`src/rtl/md_pkg.sv`:
```
// rtl/md_pkg.sv - shared state encoding and latency constant for the divide controller
package md_pkg;

  // Controller states: waiting, divider running, result buffered, draining a cancelled op
  typedef enum logic [1:0] {
    IDLE  = 2'd0,
    BUSY  = 2'd1,
    DONE  = 2'd2,
    DRAIN = 2'd3
  } div_state_e;

  // Cycles from div_en to div_finish of the EX-stage divider
  localparam int DIV_LAT = 17;

endpackage

```
`src/rtl/div_ctrl.sv`:
```
// rtl/div_ctrl.sv - launches DIV/DIVU, stalls EX, buffers Q/R and writes HI/LO
module div_ctrl
  import md_pkg::*;
(
  input  logic        clk,
  input  logic        reset,
  input  logic        req,
  input  logic        req_sign,
  input  logic [31:0] req_a,
  input  logic [31:0] req_b,
  input  logic        flush,
  input  logic        ex_allowout,
  output logic        stall,
  output logic        hilo_we,
  output logic [31:0] hi_wdata,
  output logic [31:0] lo_wdata,
  output logic        div_en,
  output logic        div_sign,
  output logic        div_cancel,
  output logic [31:0] div_a,
  output logic [31:0] div_b,
  input  logic [31:0] div_q,
  input  logic [31:0] div_r,
  input  logic        div_working,
  input  logic        div_finish
);

  div_state_e  state_q, state_d;
  logic [31:0] res_hi_q, res_hi_d;
  logic [31:0] res_lo_q, res_lo_d;

  // Operands always follow EX; div_en alone decides whether the divider takes them
  assign div_a    = req_a;
  assign div_b    = req_b;
  assign div_sign = req_sign;

  // Next state, result capture and all combinational control outputs
  always_comb begin
    state_d    = state_q;
    res_hi_d   = res_hi_q;
    res_lo_d   = res_lo_q;
    stall      = 1'b0;
    hilo_we    = 1'b0;
    div_en     = 1'b0;
    div_cancel = 1'b0;
    hi_wdata   = res_hi_q;
    lo_wdata   = res_lo_q;

    case (state_q)
      IDLE: begin
        if (req) begin
          if (div_working) begin
            // Divider still busy with an op we no longer own (e.g. after reset)
            stall = 1'b1;
          end else if (!flush) begin
            div_en  = 1'b1;
            stall   = 1'b1;
            state_d = BUSY;
          end
        end
      end

      BUSY: begin
        if (div_finish) begin
          // Result bypasses straight from the divider in its finish cycle
          hi_wdata = div_r;
          lo_wdata = div_q;
          if (flush) begin
            state_d = IDLE;
          end else if (ex_allowout) begin
            hilo_we = 1'b1;
            state_d = IDLE;
          end else begin
            res_hi_d = div_r;
            res_lo_d = div_q;
            state_d  = DONE;
          end
        end else begin
          stall = 1'b1;
          if (flush) begin
            div_cancel = 1'b1;
            state_d    = DRAIN;
          end
        end
      end

      DONE: begin
        if (flush) begin
          state_d = IDLE;
        end else if (ex_allowout) begin
          hilo_we = 1'b1;
          state_d = IDLE;
        end
      end

      DRAIN: begin
        // The cancelled op still finishes once; swallow that finish
        stall = req;
        if (div_finish) begin
          state_d = IDLE;
        end
      end

      default: begin
        state_d = IDLE;
      end
    endcase
  end

  // State and result buffer registers
  always_ff @(posedge clk or posedge reset) begin
    if (reset) begin
      state_q  <= IDLE;
      res_hi_q <= 32'd0;
      res_lo_q <= 32'd0;
    end else begin
      state_q  <= state_d;
      res_hi_q <= res_hi_d;
      res_lo_q <= res_lo_d;
    end
  end

endmodule

```
`config.mk`:
```
export PLATFORM = sky130hd
export DESIGN_NAME = div_ctrl
export DESIGN_NICKNAME = d
export VERILOG_FILES = /design/src/rtl/md_pkg.sv /design/src/rtl/div_ctrl.sv
export SDC_FILE = /design/constraint.sdc
export NUM_CORES = 1
export LEC_CHECK = 0
export BUFFER_PORTS_ARGS = -buffer_cell sky130_fd_sc_hd__clkbuf_2
export CORE_MARGIN = 8
export CORE_UTILIZATION = 45
export CTS_CLUSTER_DIAMETER = 120
export DETAILED_ROUTE_END_ITERATION = 8
export GPL_TIMING_DRIVEN = 1
export PLACE_DENSITY = 0.95
export SETUP_SLACK_MARGIN = 0.2
export SYNTH_ARGS = -nofsm -noshare
export SYNTH_HDL_FRONTEND = slang
export SYNTH_SLANG_ARGS = --single-unit
export TNS_END_PERCENT = 30
```
`constraint.sdc`:
```
create_clock -name clk -period 3.39 [get_ports clk]
set_clock_uncertainty 0.2 [all_clocks]
set_input_delay 0.339 -clock clk [delete_from_list [all_inputs] [get_ports clk]]
set_output_delay 0.339 -clock clk [all_outputs]
set_load 0.03 [all_outputs]
```
; Yosys cells after proc, flatten, opt, wreduce, memory -nomap -nowiden
; Cells that the tools add are included.
[op_classes]
n_eq_ne = 9
n_mux = 30
bitwise = 2
n_reduce_logical = 3
[ops]
columns = operator, n
row1 = 32-bit 2-to-1 mux, 4
row2 = 2-bit 2-to-1 mux, 10
row3 = 1-bit 2-to-1 mux, 13
row4 = 2-bit inequality test (second input constant), 4
row5 = 2-bit case mux with 4 select lines, 1
row6 = 3-bit inequality test (second input constant), 2
row7 = 6-bit AND reduction, 1
row8 = 2-bit equality test (second input constant), 2
row9 = 4-bit AND reduction, 1
row10 = 1-bit case mux with 3 select lines, 1
row11 = 2-bit by 1-bit equality test with 1-bit output (second input constant), 1
row12 = 2-bit logical NOT, 1
row13 = 1-bit inverter, 2
row14 = 1-bit case mux with 2 select lines, 1
[totals]
register_bits = 66
input_bits = 136
output_inout_bits = 133
wordCells = 47

; Depth between registers and ports, before layout
; Gate-level depths: netlist of run 1.
[logic_depth]
ltp_word = 4
ltp_mapped = 6
depth_no_buf = 5

; Worst setup path after synthesis of run 1
; OpenSTA, ideal clock, no wires.
[synth_path]
path_kind = register -> output
from = register state_q[1]
to = output port hi_wdata[0]
arrival_ps = 1586
t_required_ps = 2851
setup_slack_ps = 1265
path_stages_with_launch = 7
cell_sequence = dfrtp_1 -> inv_1 -> ha_1 -> nand2_1 -> buf_2 -> buf_2 -> mux2_2
[synth_via]
elab_chain_cells = 2
[synth_rtl]
columns = item, line
row1 = from (decl), div_ctrl.sv:28  ; div_state_e state_q, state_d;
row2 = from (signal assigned), div_ctrl.sv:117  ; state_q <= state_d;
row3 = 2-bit by 1-bit equality test with 1-bit output, div_ctrl.sv:49  ; case (state_q)
row4 = 32-bit 2-to-1 mux, div_ctrl.sv:49
row5 = to (decl), div_ctrl.sv:15  ; output logic [31:0] hi_wdata,
; No other way between the ends.

; Worst setup path after layout of run 1
[layout_path]
from = register state_q[1]
to = output port lo_wdata[30]
[layout_via]
elab_chain_cells = 2
[layout_rtl]
columns = item, line
row1 = 2-bit by 1-bit equality test with 1-bit output, div_ctrl.sv:49
row2 = 32-bit 2-to-1 mux, div_ctrl.sv:49
row3 = to (decl), div_ctrl.sv:16  ; output logic [31:0] lo_wdata,
; No other way between the ends.

==> results of run 1 <==
-- synth_stat cells --
master    number
a21oi_1        3
a22oi_1        1
buf_2          7
buf_4         65
buf_6          6
dfrtp_1       66
ha_1           6
inv_1          5
mux2_1         5
mux2_2       124
mux2i_1        1
nand2_1        4
nand2b_1       2
nor2_1         3
nor3_1         1
nor3_4         1
o21a_1         1
o21ai_0        2
o21ai_1        1
or3b_1         1
-- final cells by class --
type / instances / area, um^2 / area share (%)
multi-input combinational: 156 / 1650 / 37.5
sequential: 66 / 1650 / 37.4
timing repair buffer: 144 / 738 / 16.7
clock buffer: 13 / 159 / 3.60
tap: 108 / 135 / 3.06
clock inverter: 2 / 60.1 / 1.36
inverter: 5 / 18.8 / 0.425
-- placed cells by master, fill, tap and decap left out, types with 3 or more instances in the layout --
cell type	synthesis	final
a21oi_1	3	3
buf_4	65	5
clkbuf_2	0	138
clkbuf_8	0	11
dfrtp_1	66	66
ha_1	6	6
inv_1	5	4
mux2_1	5	5
mux2_2	124	124
nand2_1	4	3
nor2_1	3	3
-- where the power goes --
group | internal, mW | switching, mW
Sequential | 1.18 | 0.200
Combinational | 1.06 | 1.56
Clock | 0.452 | 0.281
Total | 2.69 | 2.04
-- what timing repair did --
action / CTS / global route
hold buffers: 1 / 0
endpoints found under the hold margin: 29 / 0
gates resized for setup: 0 / 0
-- layer usage --
layer	vias to the layer above	wire (um)
met3	46	1020
li1	1143	-
met5	-	0
met2	116	4590
met4	0	415
met1	1235	3080
-- cells by family (layout without fill, tap and decap cells) --
group / after synthesis / after routing
AO/OA/AOI/OAI: 8 / 8
adder cells (fa/ha/maj): 6 / 6
buffers and inverters: 83 / 164
flip-flops: 66 / 66
multiplexers: 130 / 130
AND/OR/NAND/NOR: 12 / 12
-- flip-flops by register name, summed over array words and instances (netlist names) --
signal	count
res_hi_q	32
state_q	2
res_lo_q	32
-- worst min path at each step --
| stage | start | depth (start not counted) | to |
|---|---|---|---|
| 3_5_place_dp | reset | 2 | res_hi_q[4]$_DFFE_PP0P_ |
| 4_1_cts | div_r[17] | 2 | res_hi_q[17]$_DFFE_PP0P_ |
| 3_3_place_gp | reset | 2 | res_hi_q[12]$_DFFE_PP0P_ |
| 5_1_grt | div_r[17] | 2 | res_hi_q[17]$_DFFE_PP0P_ |
| 6_report | div_r[17] | 2 | res_hi_q[17]$_DFFE_PP0P_ |
| 2_1_floorplan | res_hi_q[14]$_DFFE_PP0P_ | 1 | res_hi_q[14]$_DFFE_PP0P_ |
==> summary.txt, run 1 <==
Final layout
  – Layout cells sized above 1: 73.3%
  – Post-Layout Inst Area: approximately 0.0044 mm^2
  – Synth-to-Final Area Change: 12.9%
  – Final Core Density: 51.4%
  – Ant. Diodes: 0
  – Final Non-Filler Cells: slightly below 500
  – # fillers: around 740
  – # nets final: 524

Setup path
  – Reg2reg path depth: 7
  – Buf/Inv on CP: 3
  – R2r startpoint: state_q[1]$_DFFE_PP0P_
  – R2R setup slack: slightly below 1000 ps
  – CP top delay family: buffers and inverters
  – Crit start category: register
  – R2R Path End: res_hi_q[12]$_DFFE_PP0P_
  – Critical path peak fanout: 34
  – Max stage delay on crit path: around 400 ps
  – Critical path destination: lo_wdata[30]
  – CP max stage cell: mux2_2
  – Worst Setup SP: state_q[1]$_DFFE_PP0P_
  – Levels on crit path: 6
  – Critical path start-end classification: reg -> out
  – Critical Path Sink Type: primary output
  – Critical path arrival: approximately 2100 ps
  – Cells along the critical path: inv_1 > ha_1 > nand2_2 > buf_4 > mux2_2 > clkbuf_2
  – CP Data Required Time: between 2000 and 3000 ps

Placed design
  – Dpl hpwl: around 7.1 mm
  – Placed insts: around 480
  – Placed inst area: roughly 0.0042 mm^2
  – Port bufs: between 100 and 150
  – Routability Congestion: approximately 0.8
  – Post-place setup slack: approximately 1000 ps

GRT
  – Met2 usage: 25.6%
  – Largest net degree at the start of global routing: 38
  – Initial antenna violation count: 0
  – Vias in the first global route: just under 3000
  – Met3 usage: ~6.3%
  – First-pass GRT wire length: between 10 and 15 mm
  – GR Util All Layers: between 10% and 20%
  – Global route total overflow: 0
  – GRT Max-Usage Layer: met2
  – GR Util met1: 14.8%

Drt
  – DR pass1 iterations: 4
  – Final WL: 9.10 mm
  – Post-route DRC: 0
  – Vias: around 2500
  – Avg WL per Cell: approximately 18 um
  – DR vias/cell: 5.14
  – Post-route ant nets: 0
  – DR iter-0 viols: 60

CTS
  – CTS HTree Levels: 3
  – CTS buffer count: 9
  – Clk slew on worst S/H paths: 70 ps
  – CTS tree: built
  – Post-CTS Setup Bufs: 0
  – CTS Sinks: 66
  – Clk buf depth: 2
  – Clock Latency Late Sink: roughly 330 ps
  – CTS root buffer: clkbuf_8

Timing
  – Rel. slew slack: around 59%
  – Fmax: around 370 MHz
  – Pins Over Slew Limit: 0
  – RSZ-0062 raised after global routing: false
  – Final hold vios: 0
  – Setup violators final: 0
  – Period minus WS final: roughly 2700 ps
  – Hold Slack: ~38 ps
  – Final period utilization: just under 80%
  – Worst-Margin Slew: slightly above 600 ps
  – Setup_tns: 0 ps
  – Worst setup margin: just over 700 ps

Synthesis
  – Synthesized area: 0.00391 mm^2
  – Largest family of logic cells by synthesized area: multiplexers
  – Avg Cell Area, Syn: about 13 um^2
  – Synth Area in Compound Gates: roughly 1.2%
  – Synth Area in XOR/XNOR: 0%
  – Post-Synth Adder-Cell Area: under 10%
  – Cell taking the most area after synthesis: dfrtp_1
  – Sequential fraction of the synthesis area: approximately 42%
  – Syn nets: 447
  – Synth top area share: 42.2%
  – Synthesis-stage register bit count: 66
  – Mux contribution to synthesized area: a little under two fifths
  – Simple-gate share of the synthesized area: under 10%
  – Ranking of synthesized cells by area: dfrtp_1 (42%), mux2_2 (36%), buf_4 (12%)
  – Count of cell types in the netlist: 20
  – Synth warn: 0
  – Post-Synthesis Cells: between 300 and 400

Pwr
  – Lkg Pwr: ~2.2 nW
  – Total power: 4.73 mW
  – Pwr Density: about 1100 mW/mm^2
  – Worst vdd ir: a little over 0.5 mV

Run status
  – Status: complete, no violations

Die
  – Num rows: 34
  – Die area: between 0.01 and 0.015 mm^2
  – Die H: ~110 um
  – Chip width: 109 um
  – Initial Utilization: between 40% and 50%
  – I/O pin cnt: between 200 and 300
  – Core area: approximately 0.0086 mm^2

Job
  – Max-cap violations: 0

Hold path
  – HP Class: in -> reg
(Power assumes the default switching activity.)
==> inputs of run 2 (changes only) <==
--- a/config.mk
+++ b/config.mk
@@ -7,11 +7,11 @@
 export LEC_CHECK = 0
 export BUFFER_PORTS_ARGS = -buffer_cell sky130_fd_sc_hd__clkbuf_2
 export CORE_MARGIN = 8
-export CORE_UTILIZATION = 45
+export CORE_UTILIZATION = 38
 export CTS_CLUSTER_DIAMETER = 120
 export DETAILED_ROUTE_END_ITERATION = 8
 export GPL_TIMING_DRIVEN = 1
-export PLACE_DENSITY = 0.95
+export PLACE_DENSITY = 0.86
 export SETUP_SLACK_MARGIN = 0.2
 export SYNTH_ARGS = -nofsm -noshare
 export SYNTH_HDL_FRONTEND = slang
==> constraint.sdc (replaced) <==
create_clock -name clk -period 2.3 [get_ports clk]
set_clock_uncertainty 0.2 [all_clocks]
set_input_delay 0.23 -clock clk [delete_from_list [all_inputs] [get_ports clk]]
set_output_delay 0.23 -clock clk [all_outputs]
set_load 0.03 [all_outputs]
==> summary.txt, run 2 (synthesis results as in run 1) <==
Run status
  – Status: complete, no violations

Timing
  – Final hold vios: 0 (unchanged)
  – Period minus WS final: approximately 2300 ps
  – RSZ-0062 raised after global routing: true
  – Fmax: 440 MHz
  – Pins Over Slew Limit: 0 (unchanged)
  – Setup_tns: 0 ps (unchanged)
  – Rel. slew slack: 67.3% (+8.6 points)
  – Worst-Margin Slew: 491 ps (-128 ps)
  – Final period utilization: between 90% and 100%
  – Setup violators final: 0 (unchanged)
  – Hold Slack: 126 ps (+87.6 ps)

Die
  – Core area: 0.0101 mm^2 (+18%)
  – Chip width: 117 um (+7.5%)
  – I/O pin cnt: 269 (unchanged)
  – Num rows: 37 (+8.8%)
  – Die area: 0.0138 mm^2 (+16%)
  – Initial Utilization: 38.6% (-6.9 points)
  – Die H: 117 um (+7.5%)

CTS
  – Clock Latency Late Sink: 330 ps (about the same)
  – CTS HTree Levels: 3 (unchanged)
  – Clk slew on worst S/H paths: 70 ps (about the same)
  – CTS Sinks: 66 (unchanged)
  – Clk buf depth: 2 (unchanged)
  – CTS root buffer: clkbuf_8
  – CTS tree: built
  – CTS buffer count: 9 (unchanged)

Final layout
  – Post-Layout Inst Area: 0.00614 mm^2 (+39%)
  – Synth-to-Final Area Change: 57.1%
  – Most frequent cells in the layout: clkbuf_2 (72), mux2_4 (70), dfrtp_1 (66)
  – Layout cells sized above 1: 66.1% (-7.2 points)
  – # fillers: 744 (+1.1%)
  – Reg area: 0.00165 mm^2 (unchanged)
  – # nets final: 603 (+15%)
  – Area of the multi-input gates: 0.00196 mm^2 (+19%)
  – Largest regs: res_hi_q x32, res_lo_q x32, state_q x2
  – Commonest non-fill, non-tap cell in the layout: clkbuf_2

Drt
  – Post-route ant nets: 0 (unchanged)
  – DR vias/cell: 4.93 (-4.1%)
  – DR pass1 iterations: 5 (+1)
  – Vias: 2983 (+17%)
  – Avg WL per Cell: 21.9 um (+19%)
  – Final WL: 13.2 mm (+45%)
  – DR iter-0 viols: 77 (+28%)
  – Post-route DRC: 0 (unchanged)

GRT
  – Vias in the first global route: 3441 (+18%)
  – First-pass GRT wire length: 18.5 mm (+31%)
  – GR Util All Layers: 16.7% (+1.8 points)
  – Largest net degree at the start of global routing: 37 (-2.6%)
  – Initial antenna violation count: 3 (+3)
  – Global route total overflow: 0 (unchanged)

Hold path
  – Worst hold start: ex_allowout
  – Hold Crit Endpoint: state_q[1]$_DFFE_PP0P_
  – HP Class: in -> reg
  – WHS Path Cells: 4 (+2)

Setup path
  – R2R setup slack: 50 ps (-940 ps)
  – Critical path arrival: 1840 ps (-290 ps)
  – Crit start category: register
  – Critical Path Sink Type: primary output
  – R2r startpoint: state_q[1]$_DFFE_PP0P_
  – Critical path start-end classification: reg -> out
  – Reg2reg path depth: 8 (+1)
  – R2R Path End: res_hi_q[2]$_DFFE_PP0P_
  – Critical path peak fanout: 8 (-76%)
  – CP Data Required Time: 1870 ps (-980 ps)

Pwr
  – Total power: 9.10 mW (+93%)
  – Worst vdd ir: 0.792 mV (+53%)
  – Lkg Pwr: 2.98 nW (+38%)
  – Pwr Density: 1480 mW/mm^2 (+38%)

Placed design
  – Dpl hpwl: 7.43 mm (+4.5%)
  – Port bufs: 138 (unchanged)
  – Placed inst area: 0.00428 mm^2 (+2.2%)
  – Routability Congestion: 0.754 (-5.5%)

Job
  – Max-cap violations: 0 (unchanged)
## run 2: power breakdown
part	total, mW	switching (mW)	internal, mW
Combinational	6.14	2.84	3.30
Clock	0.872	0.456	0.415
Sequential	2.09	0.347	1.74
Total	9.10	3.65	5.45
## run 2: worst max-delay path by stage
stage                      startpoint                 endpoint  slack (ps)  cells after the start
5_1_grt        state_q[1]$_DFFE_PP0P_              hi_wdata[0]         -20                      7
2_1_floorplan                   reset  res_hi_q[0]$_DFFE_PP0P_         220                      1
3_3_place_gp   state_q[1]$_DFFE_PP0P_             hi_wdata[14]         280                      6
6_report       state_q[1]$_DFFE_PP0P_             hi_wdata[12]          30                      7
3_5_place_dp   state_q[1]$_DFFE_PP0P_             hi_wdata[14]         210                      6
4_1_cts        state_q[0]$_DFFE_PP0P_              hi_wdata[9]          40                      6
## run 2: area by class of cell
class	instances	share of cell area, %
Antenna cell	3	0.122
Clock buffer	11	2.30
Clock inverter	5	0.489
Inverter	5	0.346
Multi-Input combinational cell	156	31.9
Sequential cell	66	26.9
Tap cell	136	2.77
Timing Repair Buffer	223	35.1
## run 2: per-stage QoR
step / cells / worst slack (ps) / util (%)
after floorplan: 305 / 215 / -
after global placement: 507 / 281 / 42.2
after detailed placement: 507 / 213 / 42.2
after CTS: 597 / 39.3 / 54.7
after global routing: 605 / -20.1 / 60.6
final: 605 / 28.4 / 60.6
## run 2: worst max-delay path, stage by stage, from the launching register on
cell and delay (ps):
dfrtp_1 370, inv_2 70, ha_4 180, nand2_8 90, buf_6 130, buf_16 140, mux2_2 380, buf_8 150
## run 2: what timing repair did
item / in CTS / in global routing
gates resized for setup: 82 / 213
endpoints found under the setup margin: 65 / 131
hold buffers: 65 / 0
hold endpoints to repair: 130 / 0
cloned: 2 / 3
setup buffers: 7 / 2
pin swaps: 1 / 5
## run 2: routing by layer
metal	up-vias	global-route usage, %	share of wire [%]
li1	1309	-	-
met1	1472	14.9	33
met2	132	31.2	54
met3	70	5.90	6.9
met4	0	11.0	5.6
met5	-	0	0
==> inputs of run 3 (changes only) <==
--- a/config.mk
+++ b/config.mk
@@ -6,12 +6,12 @@
 export NUM_CORES = 1
 export LEC_CHECK = 0
 export BUFFER_PORTS_ARGS = -buffer_cell sky130_fd_sc_hd__clkbuf_2
-export CORE_MARGIN = 8
-export CORE_UTILIZATION = 38
-export CTS_CLUSTER_DIAMETER = 120
+export CELL_PAD_IN_SITES_DETAIL_PLACEMENT = 1
+export CELL_PAD_IN_SITES_GLOBAL_PLACEMENT = 1
+export CORE_UTILIZATION = 28
 export DETAILED_ROUTE_END_ITERATION = 8
 export GPL_TIMING_DRIVEN = 1
-export PLACE_DENSITY = 0.86
+export PLACE_DENSITY = 0.87
 export SETUP_SLACK_MARGIN = 0.2
 export SYNTH_ARGS = -nofsm -noshare
 export SYNTH_HDL_FRONTEND = slang
==> summary.txt, run 3 (synthesis results as in run 1) <==
Timing
  – Pins Over Slew Limit: 0 (unchanged)
  – Setup_tns: 0 ps (unchanged)
  – Worst-Margin Slew: 359 ps (-132 ps)
  – Rel. slew slack: 76.0% (+8.8 points)
  – Setup violators final: 0 (unchanged)
  – Period minus WS final: 2260 ps (-11.7 ps)
  – Final hold vios: 0 (unchanged)
  – Final period utilization: 98.3% (-0.51 points)
  – Fmax: 442 MHz (+0.52%)
  – RSZ-0062 raised after global routing: true

GRT
  – First-pass GRT wire length: 18.7 mm (+0.82%)
  – Initial antenna violation count: 0 (-3)
  – Global route total overflow: 0 (unchanged)
  – Largest net degree at the start of global routing: 67 (+81%)
  – Vias in the first global route: 3519 (+2.3%)
  – GR Util All Layers: 17.3% (+0.57 points)

Setup path
  – Reg2reg path depth: 9 (+1)
  – R2r startpoint: state_q[1]$_DFFE_PP0P_
  – Max stage delay on crit path: 380 ps (about the same)
  – Cells along the critical path: inv_2 > ha_4 > nand2_8 > buf_12 > buf_16 > mux2_4 > buf_8
  – R2R Path End: res_lo_q[26]$_DFFE_PP0P_
  – CP Data Required Time: 1870 ps (about the same)
  – R2R setup slack: 40 ps (about the same)
  – Critical path arrival: 1830 ps (about the same)
  – Crit start category: register
  – Critical path start-end classification: reg -> out
  – Critical Path Sink Type: primary output
  – CP max stage cell: dfrtp_1
  – Critical path peak fanout: 8 (unchanged)

Final layout
  – Final Non-Filler Cells: 651 (+7.6%)
  – Layout cells sized above 1: 67.4% (+1.3 points)
  – # nets final: 612 (+1.5%)
  – Final Core Density: 49.5% (-11 points)
  – Commonest non-fill, non-tap cell in the layout: mux2_4
  – Largest regs: res_hi_q x32, res_lo_q x32, state_q x2
  – # fillers: 1357 (+82%)
  – Ant. Diodes: 0 (-3)
  – Synth-to-Final Area Change: 70.1%
  – Most frequent cells in the layout: mux2_4 (95), clkbuf_2 (72), dfrtp_1 (66)

Run status
  – Status: complete, no violations

Placed design
  – Routability Congestion: 0.808 (+7.3%)
  – Port bufs: 138 (unchanged)
  – Placed insts: 546 (+7.7%)
  – Dpl hpwl: 6.71 mm (-9.7%)

Hold path
  – Hold Crit Endpoint: state_q[1]$_DFFE_PP0P_
  – WHS Path Cells: 4 (unchanged)
  – Worst hold start: ex_allowout
  – HP Class: in -> reg

CTS
  – CTS root buffer: clkbuf_16
  – CTS buffer count: 9 (unchanged)
  – CTS HTree Levels: 3 (unchanged)
  – CTS Sinks: 66 (unchanged)
  – Clk buf depth: 2 (unchanged)
  – Clk slew on worst S/H paths: 50 ps (-20 ps)
  – Clock Latency Late Sink: 330 ps (about the same)
  – CTS tree: built

Pwr
  – Net switching power: 3.80 mW (+4.1%)
  – Pwr Density: 1500 mW/mm^2 (+1.2%)
  – Total power: 9.98 mW (+9.6%)
  – Internal Dissipation: 6.18 mW (+13%)
  – Register share of total power: 21.2% (-1.7 points)
  – Lkg Pwr: 3.23 nW (+8.2%)
  – Worst vdd ir: 0.737 mV (-7.0%)
  – Switching Fraction: 38.0% (-2.0 points)
  – Clk pwr share: 12.5% (+2.9 points)
  – Combinational Power Share: 66.3% (-1.2 points)

Die
  – Chip width: 120 um (+2.3%)
  – Num rows: 42 (+14%)
  – Core area: 0.0135 mm^2 (+33%)
  – Die area: 0.0145 mm^2 (+4.7%)
  – Initial Utilization: 29.1% (-9.5 points)
  – I/O pin cnt: 269 (unchanged)
  – Die H: 120 um (+2.3%)

Job
  – Max-cap violations: 0 (unchanged)

Drt
  – Post-route ant nets: 0 (unchanged)
  – Post-route DRC: 0 (unchanged)
  – Final WL: 13.8 mm (+4.7%)
  – Avg WL per Cell: 21.3 um (-2.7%)
  – DR vias/cell: 4.62 (-6.4%)
  – DR pass1 iterations: 4 (-1)
  – DR iter-0 viols: 66 (-14%)
  – Vias: 3005 (+0.74%)
## run 3: critical path, delay by kind of cell (launching register included)
| kind | cells | cell delay, ps |
|---|---|---|
| buffers and inverters | 4 | 550 |
| multiplexers | 1 | 310 |
| AND/OR/NAND/NOR | 1 | 70 |
| adder cells (fa/ha/maj) | 1 | 180 |
| flip-flops | 1 | 380 |
## run 3: area by class of cell
class                   instances  area [um^2]  share of cell area, %
clock buffers                  13          250                   3.76
repair buffers                232         2420                   36.4
inverters                       5         21.3                  0.320
multi-input cells             156         2070                   31.2
clock inverters                 3         15.0                  0.226
well taps                     176          220                   3.31
flip-flops and latches         66         1650                   24.8
## run 3: metrics by stage
stage | cell area [um^2] | worst slack [ps] | hold slack (ps)
2_1_floorplan | 3910 | 215 | 165
5_1_grt | 6660 | -17.0 | 248
3_3_place_gp | 4340 | 273 | 113
3_5_place_dp | 4340 | 185 | 132
4_1_cts | 5950 | 45.5 | 152
6_report | 6660 | 40.0 | 204
## run 3: worst max path at each step
| stage | start | endpoint | slack [ps] | depth (start not counted) |
|---|---|---|---|---|
| 4_1_cts | state_q[0]$_DFFE_PP0P_ | lo_wdata[25] | 50 | 6 |
| 3_5_place_dp | state_q[1]$_DFFE_PP0P_ | lo_wdata[14] | 180 | 6 |
| 6_report | state_q[1]$_DFFE_PP0P_ | lo_wdata[22] | 40 | 7 |
| 2_1_floorplan | reset | res_hi_q[0]$_DFFE_PP0P_ | 220 | 1 |
| 5_1_grt | state_q[1]$_DFFE_PP0P_ | res_lo_q[28]$_DFFE_PP0P_ | -20 | 9 |
| 3_3_place_gp | state_q[1]$_DFFE_PP0P_ | hi_wdata[31] | 270 | 6 |
## run 3: power by group through the flow
stage                     registers, mW  logic, mW  clock network [mW]
after floorplan                    1.94       3.22                   0
after global placement             2.00       3.81                   0
after detailed placement           2.05       3.94                   0
after CTS                          2.03       5.24                1.27
after global routing               2.17       6.89                1.33
final                              2.12       6.62                1.24
## run 3: per-layer routing
| layer | GRT usage [%] | routed length, um |
|---|---|---|
| met1 | 16.5 | 4760 |
| met2 | 34.0 | 7890 |
| met3 | 3.54 | 676 |
| met4 | 9.49 | 520 |
| met5 | 0 | 0 |
## run 3: timing repair
action | CTS | global route
gates resized for setup | 107 | 224
hold buffers | 65 | 0
endpoints found under the hold margin | 130 | 0
endpoints found under the setup margin | 90 | 131
cloned | 6 | 4
pin swaps | 4 | 3
buffers inserted | 10 | 4
